--- src/rtl/imem_pkg.sv ---
// Shared types and constants for the instruction-memory fetch/load arbiter.
package imem_pkg;

    localparam int INSTR_BYTES = 4;
    localparam int ADDR_W_DFLT = 8;

    typedef enum logic [2:0] {
        IDLE,
        RD0,
        RD1,
        RD2,
        RD3,
        WAIT,
        LOAD
    } fetch_state_t;

endpackage

--- src/rtl/imem_fetch_arbiter_if.sv ---
// Bundle of core-fetch, loader and memory-port signals around the arbiter.
// master = arbiter side, slave = core/loader/memory side.
interface imem_fetch_arbiter_if
    import imem_pkg::*;
#(
    parameter int ADDR_W = ADDR_W_DFLT
);
    logic              fetch_req;
    logic [31:0]       fetch_addr;
    logic              fetch_gnt;
    logic              fetch_valid;
    logic [31:0]       fetch_instr;
    logic              load_start;
    logic              load_valid;
    logic [7:0]        load_data;
    logic              load_ready;
    logic              load_last;
    logic              load_busy;
    logic              core_hold;
    logic              mem_en;
    logic              mem_we;
    logic [ADDR_W-1:0] mem_addr;
    logic [7:0]        mem_wdata;
    logic [7:0]        mem_rdata;

    modport master (
        input  fetch_req, fetch_addr, load_start, load_valid, load_data, load_last, mem_rdata,
        output fetch_gnt, fetch_valid, fetch_instr, load_ready, load_busy, core_hold,
               mem_en, mem_we, mem_addr, mem_wdata
    );

    modport slave (
        output fetch_req, fetch_addr, load_start, load_valid, load_data, load_last, mem_rdata,
        input  fetch_gnt, fetch_valid, fetch_instr, load_ready, load_busy, core_hold,
               mem_en, mem_we, mem_addr, mem_wdata
    );
endinterface

--- src/rtl/imem_byte_assembler.sv ---
// Shifts read bytes into a big-endian word; the final byte is merged straight
// from the memory bus so the word is valid in the same cycle as o_done.
module imem_byte_assembler
    import imem_pkg::*;
(
    input  logic        i_clk,
    input  logic        i_rst_n,
    input  logic        i_shift,
    input  logic        i_last,
    input  logic [7:0]  i_rdata,
    output logic [31:0] o_word,
    output logic        o_done
);
    logic [8*(INSTR_BYTES-1)-1:0] r_sh;
    logic [31:0]                  r_word;
    logic [31:0]                  w_word;

    assign w_word = {r_sh, i_rdata};

    always_ff @(posedge i_clk or negedge i_rst_n) begin
        if (!i_rst_n) begin
            r_sh   <= '0;
            r_word <= '0;
        end else begin
            if (i_shift) r_sh   <= {r_sh[8*(INSTR_BYTES-2)-1:0], i_rdata};
            if (i_last)  r_word <= w_word;
        end
    end

    assign o_word = i_last ? w_word : r_word;
    assign o_done = i_last;
endmodule

--- src/rtl/imem_fetch_arbiter.sv ---
// Arbitrates the byte-wide instruction memory between 4-byte core fetches and
// the boot loader. Define IMEM_CHECKSUM_EN to add the load_csum output.
module imem_fetch_arbiter
    import imem_pkg::*;
#(
    parameter int ADDR_W = ADDR_W_DFLT,
    parameter int RD_LAT = 1
) (
    input  logic                clk,
    input  logic                reset_n,
    imem_fetch_arbiter_if.master bus
`ifdef IMEM_CHECKSUM_EN
    ,
    output logic [7:0]          load_csum
`endif
);
    if (RD_LAT != 1) begin : g_lat_chk
        $error("imem_fetch_arbiter supports only RD_LAT == 1");
    end

    fetch_state_t      r_state;
    logic [ADDR_W-1:0] r_base;
    logic [ADDR_W-1:0] r_ptr;
    logic              r_pend;
    logic              r_hold;
    logic              w_hs;
    logic              w_rd;
    logic [1:0]        w_k;
    logic [ADDR_W-1:0] w_addr;
    logic              w_unused_addr;

    assign w_unused_addr = ^bus.fetch_addr[31:ADDR_W];
    assign w_hs = (r_state == LOAD) && bus.load_valid;
    assign w_rd = (r_state == RD0) || (r_state == RD1) || (r_state == RD2) || (r_state == RD3);

    always_ff @(posedge clk or negedge reset_n) begin
        if (!reset_n) begin
            r_state <= IDLE;
            r_base  <= '0;
            r_ptr   <= '0;
            r_pend  <= 1'b0;
            r_hold  <= 1'b1;
        end else begin
            r_hold <= 1'b0;
            case (r_state)
                IDLE: begin
                    if (bus.load_start) begin
                        r_state <= LOAD;
                        r_ptr   <= '0;
                        r_hold  <= 1'b1;
                    end else if (bus.fetch_req) begin
                        r_state <= RD0;
                        r_base  <= bus.fetch_addr[ADDR_W-1:0];
                    end
                end
                RD0, RD1, RD2, RD3: begin
                    if (bus.load_start) r_pend <= 1'b1;
                    case (r_state)
                        RD0:     r_state <= RD1;
                        RD1:     r_state <= RD2;
                        RD2:     r_state <= RD3;
                        default: r_state <= WAIT;
                    endcase
                end
                WAIT: begin
                    r_pend <= 1'b0;
                    if (r_pend || bus.load_start) begin
                        r_state <= LOAD;
                        r_ptr   <= '0;
                        r_hold  <= 1'b1;
                    end else begin
                        r_state <= IDLE;
                    end
                end
                LOAD: begin
                    r_hold <= 1'b1;
                    // A restart wins over a byte offered in the same cycle.
                    if (bus.load_start) begin
                        r_ptr <= '0;
                    end else if (w_hs) begin
                        if (bus.load_last) begin
                            r_ptr   <= '0;
                            r_state <= IDLE;
                            r_hold  <= 1'b0;
                        end else begin
                            r_ptr <= r_ptr + ADDR_W'(1);
                        end
                    end
                end
                default: r_state <= IDLE;
            endcase
        end
    end

    always_comb begin
        w_k = 2'd0;
        case (r_state)
            RD1:     w_k = 2'd1;
            RD2:     w_k = 2'd2;
            RD3:     w_k = 2'd3;
            default: w_k = 2'd0;
        endcase
    end

    always_comb begin
        w_addr = '0;
        if (r_state == LOAD) w_addr = r_ptr;
        else if (w_rd)       w_addr = r_base + ADDR_W'(w_k);
    end

    assign bus.fetch_gnt  = (r_state == IDLE) && !bus.load_start && bus.fetch_req;
    assign bus.load_ready = (r_state == LOAD);
    assign bus.load_busy  = (r_state == LOAD);
    assign bus.core_hold  = r_hold;
    assign bus.mem_en     = w_rd || w_hs;
    assign bus.mem_we     = w_hs;
    assign bus.mem_addr   = w_addr;
    assign bus.mem_wdata  = (r_state == LOAD) ? bus.load_data : 8'h00;

    // Byte k of a fetch returns while the FSM is in the following state.
    imem_byte_assembler u_asm (
        .i_clk   (clk),
        .i_rst_n (reset_n),
        .i_shift (r_state == RD1 || r_state == RD2 || r_state == RD3),
        .i_last  (r_state == WAIT),
        .i_rdata (bus.mem_rdata),
        .o_word  (bus.fetch_instr),
        .o_done  (bus.fetch_valid)
    );

`ifdef IMEM_CHECKSUM_EN
    logic [7:0] r_csum;

    always_ff @(posedge clk or negedge reset_n) begin
        if (!reset_n)            r_csum <= 8'h00;
        else if (bus.load_start) r_csum <= 8'h00;
        else if (w_hs)           r_csum <= r_csum + bus.load_data;
    end

    assign load_csum = r_csum;
`endif
endmodule

--- src/flat_wrapper.sv ---
// flat-port wrapper written by rule: the top's interface ports become plain ports
module imem_fetch_arbiter_flat import imem_pkg::*;
#(
    parameter int ADDR_W = ADDR_W_DFLT,
    parameter int RD_LAT = 1
)
  (clk, reset_n, bus_fetch_req, bus_fetch_addr, bus_load_start, bus_load_valid, bus_load_data, bus_load_last, bus_mem_rdata, bus_fetch_gnt, bus_fetch_valid, bus_fetch_instr, bus_load_ready, bus_load_busy, bus_core_hold, bus_mem_en, bus_mem_we, bus_mem_addr, bus_mem_wdata);
  imem_fetch_arbiter_if #(.ADDR_W(ADDR_W)) bus_i ();
  input  logic clk;
  input  logic reset_n;
  input wire logic [$bits(bus_i.fetch_req)-1:0] bus_fetch_req;
  input wire logic [$bits(bus_i.fetch_addr)-1:0] bus_fetch_addr;
  input wire logic [$bits(bus_i.load_start)-1:0] bus_load_start;
  input wire logic [$bits(bus_i.load_valid)-1:0] bus_load_valid;
  input wire logic [$bits(bus_i.load_data)-1:0] bus_load_data;
  input wire logic [$bits(bus_i.load_last)-1:0] bus_load_last;
  input wire logic [$bits(bus_i.mem_rdata)-1:0] bus_mem_rdata;
  output wire logic [$bits(bus_i.fetch_gnt)-1:0] bus_fetch_gnt;
  output wire logic [$bits(bus_i.fetch_valid)-1:0] bus_fetch_valid;
  output wire logic [$bits(bus_i.fetch_instr)-1:0] bus_fetch_instr;
  output wire logic [$bits(bus_i.load_ready)-1:0] bus_load_ready;
  output wire logic [$bits(bus_i.load_busy)-1:0] bus_load_busy;
  output wire logic [$bits(bus_i.core_hold)-1:0] bus_core_hold;
  output wire logic [$bits(bus_i.mem_en)-1:0] bus_mem_en;
  output wire logic [$bits(bus_i.mem_we)-1:0] bus_mem_we;
  output wire logic [$bits(bus_i.mem_addr)-1:0] bus_mem_addr;
  output wire logic [$bits(bus_i.mem_wdata)-1:0] bus_mem_wdata;
  assign bus_i.fetch_req = bus_fetch_req;
  assign bus_i.fetch_addr = bus_fetch_addr;
  assign bus_i.load_start = bus_load_start;
  assign bus_i.load_valid = bus_load_valid;
  assign bus_i.load_data = bus_load_data;
  assign bus_i.load_last = bus_load_last;
  assign bus_i.mem_rdata = bus_mem_rdata;
  assign bus_fetch_gnt = bus_i.fetch_gnt;
  assign bus_fetch_valid = bus_i.fetch_valid;
  assign bus_fetch_instr = bus_i.fetch_instr;
  assign bus_load_ready = bus_i.load_ready;
  assign bus_load_busy = bus_i.load_busy;
  assign bus_core_hold = bus_i.core_hold;
  assign bus_mem_en = bus_i.mem_en;
  assign bus_mem_we = bus_i.mem_we;
  assign bus_mem_addr = bus_i.mem_addr;
  assign bus_mem_wdata = bus_i.mem_wdata;
  imem_fetch_arbiter #(.ADDR_W(ADDR_W), .RD_LAT(RD_LAT)) u_core (.clk(clk), .reset_n(reset_n), .bus(bus_i));
endmodule
--- config.mk ---
export PLATFORM = sky130hd
export DESIGN_NAME = imem_fetch_arbiter_flat
export DESIGN_NICKNAME = d
export VERILOG_FILES = /design/src/rtl/imem_pkg.sv /design/src/rtl/imem_fetch_arbiter_if.sv /design/src/rtl/imem_byte_assembler.sv /design/src/rtl/imem_fetch_arbiter.sv /design/src/flat_wrapper.sv
export SDC_FILE = /design/constraint.sdc
export NUM_CORES = 1
export LEC_CHECK = 0
export ABC_AREA = 0
export CORE_ASPECT_RATIO = 1.1
export CORE_MARGIN = 2
export CORE_UTILIZATION = 40
export CTS_CLUSTER_DIAMETER = 30
export DETAILED_ROUTE_END_ITERATION = 6
export PLACE_DENSITY = 0.81
export REMOVE_ABC_BUFFERS = 1
export SLEW_MARGIN = 20
export SYNTH_ARGS = -nofsm -noshare
export SYNTH_HDL_FRONTEND = slang
export SYNTH_SLANG_ARGS = --single-unit
--- constraint.sdc ---
create_clock -name clk -period 8.25 [get_ports clk]
set_clock_uncertainty 0.1 [all_clocks]
set_input_delay 1.65 -clock clk [delete_from_list [all_inputs] [get_ports clk]]
set_output_delay 1.65 -clock clk [all_outputs]
set_load 0.02 [all_outputs]
==> impl_results.md, run 1 <==
- Seq. cell area: ~1900 µm²
- WP data required: about 6.5 ns
- Drt first pass iters: 4
- Synth warnings: 0
- Final Setup Violations: 0
- Post-DP Area: around 4400 µm²
- Hold path startpoint: u_core.u_asm.r_word[22]
- Clk_lat worst skew: approximately 0.34 ns
- Leak: roughly 2.1 nW
- Sw frac: 0.399
- Antenna Nets Post-Route: 0
- I/O Pins: between 100 and 150
- Post-CTS setup buffers: 0
- Max FO, Critical Path: 33
- RR Startpoint: u_core.r_state[1]
- Routed Wire Length: approximately 7500 µm
- Final period util: 0.697
- Full die area: roughly 9600 µm²
- Die width: 93.4 µm
- Sink Count: between 70 and 80
- Post-synth EDFFs: 0
- Total Nets Final: between 500 and 600
- Worst slew pin tran: between 1 and 1.5 ns
- Share of cells above drive strength 1: 0.118
- R2R depth: 4
- First-pass GRT wire length: 12600 µm
- Number of core rows: 35
- Vias in the first global route: around 2.8k
- Buffers on Ports: between 80 and 90
- NetSw: between 0.0008 and 0.0009 W
- Post-synth ARST share: 1.00
- Setup TNS: 0 ns
- Power per cell area: between 400 and 500 nW/µm²
- Area taken by multi-input logic gates: 1480 µm²
- CP startpoint: u_core.r_state[1]
- Clock slew at reported path FFs: 0.08 ns
- Num CTS Buffers: 9
- Vias/cell: approximately 5
- FF-to-FF End: u_core.u_asm.r_word[16]
- CTS H-tree depth: 3
- Die Y: between 100 and 150 µm
- Area growth syn-to-layout: 31.9%
- Hold Path Class: reg -> reg
- R2R setup slack: 5.37 ns
- Finished Core Util: 0.548
- Global route overflow: 0
- Register area share after synthesis: 0.548
- # diodes: 0
- Fmax: ~0.17 GHz
- Routability cong.: around 0.80
- Netlist cell types: between 40 and 50
- Post-Syn Area: around 3500 µm²
- Routed via count: 2782
- DRC: 0
- Starting Density: 0.416
- Top post-synthesis cells by area: dfrtp_1 54%, nand2_1 14%, mux2_2 7.4%
- Reg power frac: 0.324
- Internal power of the cells: about 0.0012 W
- Final hold violations: 0
- Worst setup EP type: primary output
- Clock Power Share: 0.151
- Core Area: about 8500 µm²
- # hold bufs at CTS: 0
- Unrepaired setup endpoints after global routing: false
- Top_reg_cell synth: dfrtp_1
- Root buf cell: clkbuf_8
- Fin crit period: between 5 and 6 ns
- Syn_area_per_cell: around 9.6 µm²
- All-layer global routing usage: 0.165
- Status: completed
- Max Cap Viol: 0
- Critical path type: reg -> out
- Dpl hpwl: approximately 5100 µm
- Post-DR wirelength/cell: approximately 13 µm
- Peak supply drop: between 300 and 400 µV
- Post-Layout Inst Area: around 4600 µm²
- Cell taking the most area after synthesis: dfrtp_1
- Antenna violations before repair: 0
- Worst EP arrival: 4.00 ns
- Clk buf depth: 2
- Synth Instances: around 370
- CP Launch Type: flip-flop
- Max transition margin: 0.323
- Synth top area share: 0.541
- Synthesized flop and latch total: 77
- Fillers: about 740
- Final Max Slew Viols: 0
- Logic pwr share: 0.525
- CTS tree: built
- Setup crit end: bus_mem_addr[4]
- DRT iter0 DRCs: 70
- Largest net degree at the start of global routing: between 70 and 80
- Cts repair resizes: 0
## how the worst min path moves through the flow
stage,to,slack [ns],depth (start not counted)
2_1_floorplan,u_core.r_base[0],0.35,2
3_3_place_gp,u_core.u_asm.r_word[15],0.35,2
3_5_place_dp,u_core.u_asm.r_word[17],0.36,2
4_1_cts,u_core.u_asm.r_word[3],0.38,2
5_1_grt,u_core.u_asm.r_word[23],0.39,2
6_report,u_core.u_asm.r_word[22],0.37,2
## cell usage after synthesis, types with 2 or more instances
| cell type | count |
|---|---|
| a21o_1 | 3 |
| or3_1 | 5 |
| nor2_1 | 8 |
| inv_1 | 4 |
| a22o_1 | 4 |
| a31o_2 | 4 |
| or2_2 | 2 |
| a21oi_1 | 15 |
| and3_1 | 10 |
| nand2b_1 | 2 |
| o21a_1 | 2 |
| ha_1 | 3 |
| mux2_2 | 23 |
| buf_2 | 8 |
| nor3_2 | 2 |
| clkbuf_1 | 10 |
| a21oi_2 | 2 |
| xnor2_1 | 6 |
| nand3_1 | 5 |
| nor3_1 | 3 |
| nand2_1 | 135 |
| nor2b_1 | 5 |
| and2_1 | 2 |
| dfrtp_1 | 76 |
| o21ai_0 | 11 |
## final cells by class
class / count / area share
sequential: 77 / 0.416
multi-input combinational: 265 / 0.319
clock inverter: 5 / 0.0178
clock buffer: 10 / 0.0297
tap: 111 / 0.0300
inverter: 6 / 0.00486
timing repair buffer: 85 / 0.182
## registers in the layout (all words and copies together), names as in the netlist
register	count
u_core.u_asm.r_word	32
u_core.bus.core_hold	1
u_core.r_pend	1
u_core.r_state	3
u_core.r_ptr	8
u_core.u_asm.r_sh	24
u_core.r_base	8
## cells by family after synthesis
| logic type | share of synthesized area |
|---|---|
| and+or+nand+nor | 0.224 |
| DFF | 0.548 |
| AOI/OAI and AO/OA | 0.0865 |
| buffers and inverters | 0.0306 |
| muxes | 0.0769 |
| xor gates and xnor gates | 0.0174 |
| adders and majority gates | 0.0164 |
## power groups by stage
stage / logic (W) / clock network [W] / registers [W]
final: 0.00109 / 0.000314 / 0.000674
after global routing: 0.00118 / 0.000339 / 0.000697
after CTS: 0.00110 / 0.000324 / 0.000674
after detailed placement: 0.00109 / 0 / 0.000681
after global placement: 0.00107 / 0 / 0.000670
after floorplan: 0.000669 / 0 / 0.000650
## per-stage QoR
step	hold WS (ns)	total power, W	setup WS [ns]	std cells
floorplan	0.352	0.00132	3.30	348
finish	0.374	0.00208	2.50	559
global route	0.394	0.00222	2.21	559
global placement	0.353	0.00174	2.93	544
detailed placement	0.357	0.00177	2.88	544
CTS	0.378	0.00210	2.48	559
## routing by layer
metal	up-vias	part of all wire	track usage
met3	2	0.083	0.0612
met5	-	0	0
met4	0	0.0024	0.0452
met1	1314	0.44	0.208
met2	104	0.47	0.270
li1	1362	-	-
## worst max-delay path, cell delays in order (launching register included)
cell             delay, ns
dfrtp_1               0.97
nor3_2                0.17
a21oi_2               0.15
buf_4                 0.34
nor2_1                0.08
ha_1                  0.22
fa_1                  0.41
and3_1                0.22
xnor2_1               0.14
o21ai_0               0.15
nand2_1               0.06
o21ai_0               0.11
clkdlybuf4s50_1       0.62
## cells in the final DEF, fill, tap and decap left out, drive strengths merged, types with 2 or more instances in the layout
cell,Yosys,routed
a21o,3,3
a21oi,17,17
a22o,4,4
a31o,4,4
and2,2,2
and3,10,10
buf,9,2
bufinv,0,2
clkbuf,10,10
clkdlybuf4s50,0,83
clkinv,1,3
dfrtp,76,76
ha,3,3
inv,5,6
mux2,24,24
nand2,135,135
nand2b,2,2
nand3,5,5
nor2,8,8
nor2b,5,5
nor3,5,5
o21a,2,2
o21ai,12,12
o22ai,2,2
or2,2,2
or3,5,5
xnor2,6,6
Power figures use the tool's default switching activity.
==> run 2: changes to the inputs <==
Clock period 8.25 ns to 5.9 ns, I/O delays scaled along.
==> run 2 against run 1 <==
Compared with the run above: via count rose by 1.7%; wire length rose by 2.3%; combinational power rose by 43%; power rose by 42%; critical endpoint is now bus_fetch_instr[9].
==> impl_results.md, run 2 (synthesized netlist as in run 1, its figures left out) <==
- Status: completed
- Core Area: 8450 µm²
- Antenna Nets Post-Route: 0
- Share of cells above drive strength 1: 0.122
- Post-DR wirelength/cell: ~14 µm
- WP data required: 4.62 ns
- Vias in the first global route: around 2.8k
- Critical path type: reg -> out
- R2R setup slack: approximately 3.3 ns
- Crit path top cell by count: nand2_1
- R2R depth: 5
- Top flop regs: u_core.u_asm.r_word (32), u_core.u_asm.r_sh (24)
- Hold Path Class: reg -> reg
- Max reg flops: 32
- Clock slew at reported path FFs: approximately 0.08 ns
- Post-CTS setup buffers: 0
- Die Y: 102 µm
- Max Cap Viol: 0
- Vias/cell: 5.04
- Starting Density: 0.416
- CP startpoint: u_core.r_state[2]
- Power per cell area: 631 nW/µm²
- Setup crit end: bus_fetch_instr[9]
- Number of core rows: 35
- # hold bufs at CTS: 0
- I/O Pins: around 110
- Full die area: roughly 9600 µm²
- Final Max Slew Viols: 0
- Worst slew pin tran: between 1 and 1.5 ns
- Fin crit period: between 4 and 5 ns
- CP Launch Type: flip-flop
- Max transition margin: 0.290
- Routed via count: roughly 2.8k
- First-pass GRT wire length: between 10000 and 15000 µm
- Most flop-heavy register: u_core.u_asm.r_word
- Num CTS Buffers: 9
- Crit path buffers/inverters: 2
- Final period util: 0.792
- Drt first pass iters: 4
- Critical path, cell by cell: nand2_1 > or2_2 > inv_1 > nand2_1 > nand2_1 > clkdlybuf4s50_1
- RR Startpoint: u_core.r_state[2]
- CP max stage cell: inv_1
- Leak: roughly 2.1 nW
- Global route overflow: 0
- Worst setup EP type: primary output
- DRC: 0
- Commonest non-fill, non-tap cell in the layout: nand2_1
- Total Nets Final: slightly above 500
- Routed Wire Length: about 7700 µm
- CTS H-tree depth: 3
- Area growth syn-to-layout: 32.5%
- Setup TNS: 0 ns
- Buffers on Ports: 84
- Sink Count: between 70 and 80
- Antenna violations before repair: 0
- Worst EP arrival: ~3.4 ns
- Clk_lat worst skew: approximately 0.34 ns
- FF-to-FF End: u_core.u_asm.r_word[9]
- Most frequent cells in the layout: 135 x nand2_1, 83 x clkdlybuf4s50_1, 76 x dfrtp_1
- Hold WS: between 0.3 and 0.4 ns
- CTS tree: built
- # diodes: 0
- Total Power: 0.00294 W
- Unrepaired setup endpoints after global routing: false
- Dpl hpwl: between 5000 and 6000 µm
- Routability cong.: roughly 0.82
- Critical Path Max Stage Delay: about 0.84 ns
- Peak supply drop: slightly below 400 µV
- Final hold violations: 0
- Cts repair resizes: 0
- Levels on crit path: 6
- Die width: around 93 µm
- Max FO, Critical Path: 33
- DRT iter0 DRCs: 50
- Clk buf depth: 2
- Fmax: between 0.2 and 0.25 GHz
- Root buf cell: clkbuf_8
- Fillers: between 700 and 800
- Final Setup Violations: 0
- All-layer global routing usage: 0.172
- Largest net degree at the start of global routing: 78
- CP delay by family, top: buffers and inverters
run 2: area by class of cell:
| class | instances | area, µm² | share of cell area |
|---|---|---|---|
| Sequential cell | 77 | 1930 | 0.414 |
| Multi-Input combinational cell | 265 | 1480 | 0.318 |
| Timing Repair Buffer | 86 | 857 | 0.184 |
| Tap cell | 111 | 139 | 0.0298 |
| Clock buffer | 10 | 138 | 0.0296 |
| Clock inverter | 6 | 92.6 | 0.0199 |
| Inverter | 6 | 22.5 | 0.00484 |
run 2: routing by layer:
metal,part of all wire,wire [µm],global-route usage
met5,0,0,0
met4,0.0040,31,0.0475
met3,0.068,524,0.0516
met2,0.49,3810,0.300
met1,0.43,3350,0.206
run 2: through the flow:
step                worst slack, ns  cell area (µm²)  instances   util
floorplan                      1.42             3430        348      -
global placement               1.57             4420        545  0.523
detailed placement             1.50             4420        545  0.523
CTS                            1.17             4650        561  0.551
global route                  0.844             4660        561  0.551
finish                         1.23             4660        561  0.551
run 2: worst min-delay path by stage:
stage	start	endpoint	slack, ns	cells after the start
global route	u_core.u_asm.r_word[13]	u_core.u_asm.r_word[13]	0.41	2
floorplan	u_core.r_base[0]	u_core.r_base[0]	0.35	2
global placement	u_core.u_asm.r_word[15]	u_core.u_asm.r_word[15]	0.35	2
detailed placement	u_core.u_asm.r_word[4]	u_core.u_asm.r_word[4]	0.36	2
CTS	u_core.u_asm.r_word[4]	u_core.u_asm.r_word[4]	0.38	2
finish	u_core.u_asm.r_word[4]	u_core.u_asm.r_word[4]	0.37	2
run 2: report_power, final:
part	leakage (nW)	switching (W)	total [W]	internal (W)
clock network	0.110	0.000205	0.000458	0.000253
logic	1.07	0.000826	0.00156	0.000730
registers	0.940	0.000154	0.000926	0.000772
total	2.12	0.00119	0.00294	0.00175
run 2: worst reg2reg max path, cell delays in order (launching register included):
cell and delay (ns):
dfrtp_1 0.64, nand2_1 0.14, or2_2 0.55, inv_1 0.85, nand2_1 0.15, nand2_1 0.12
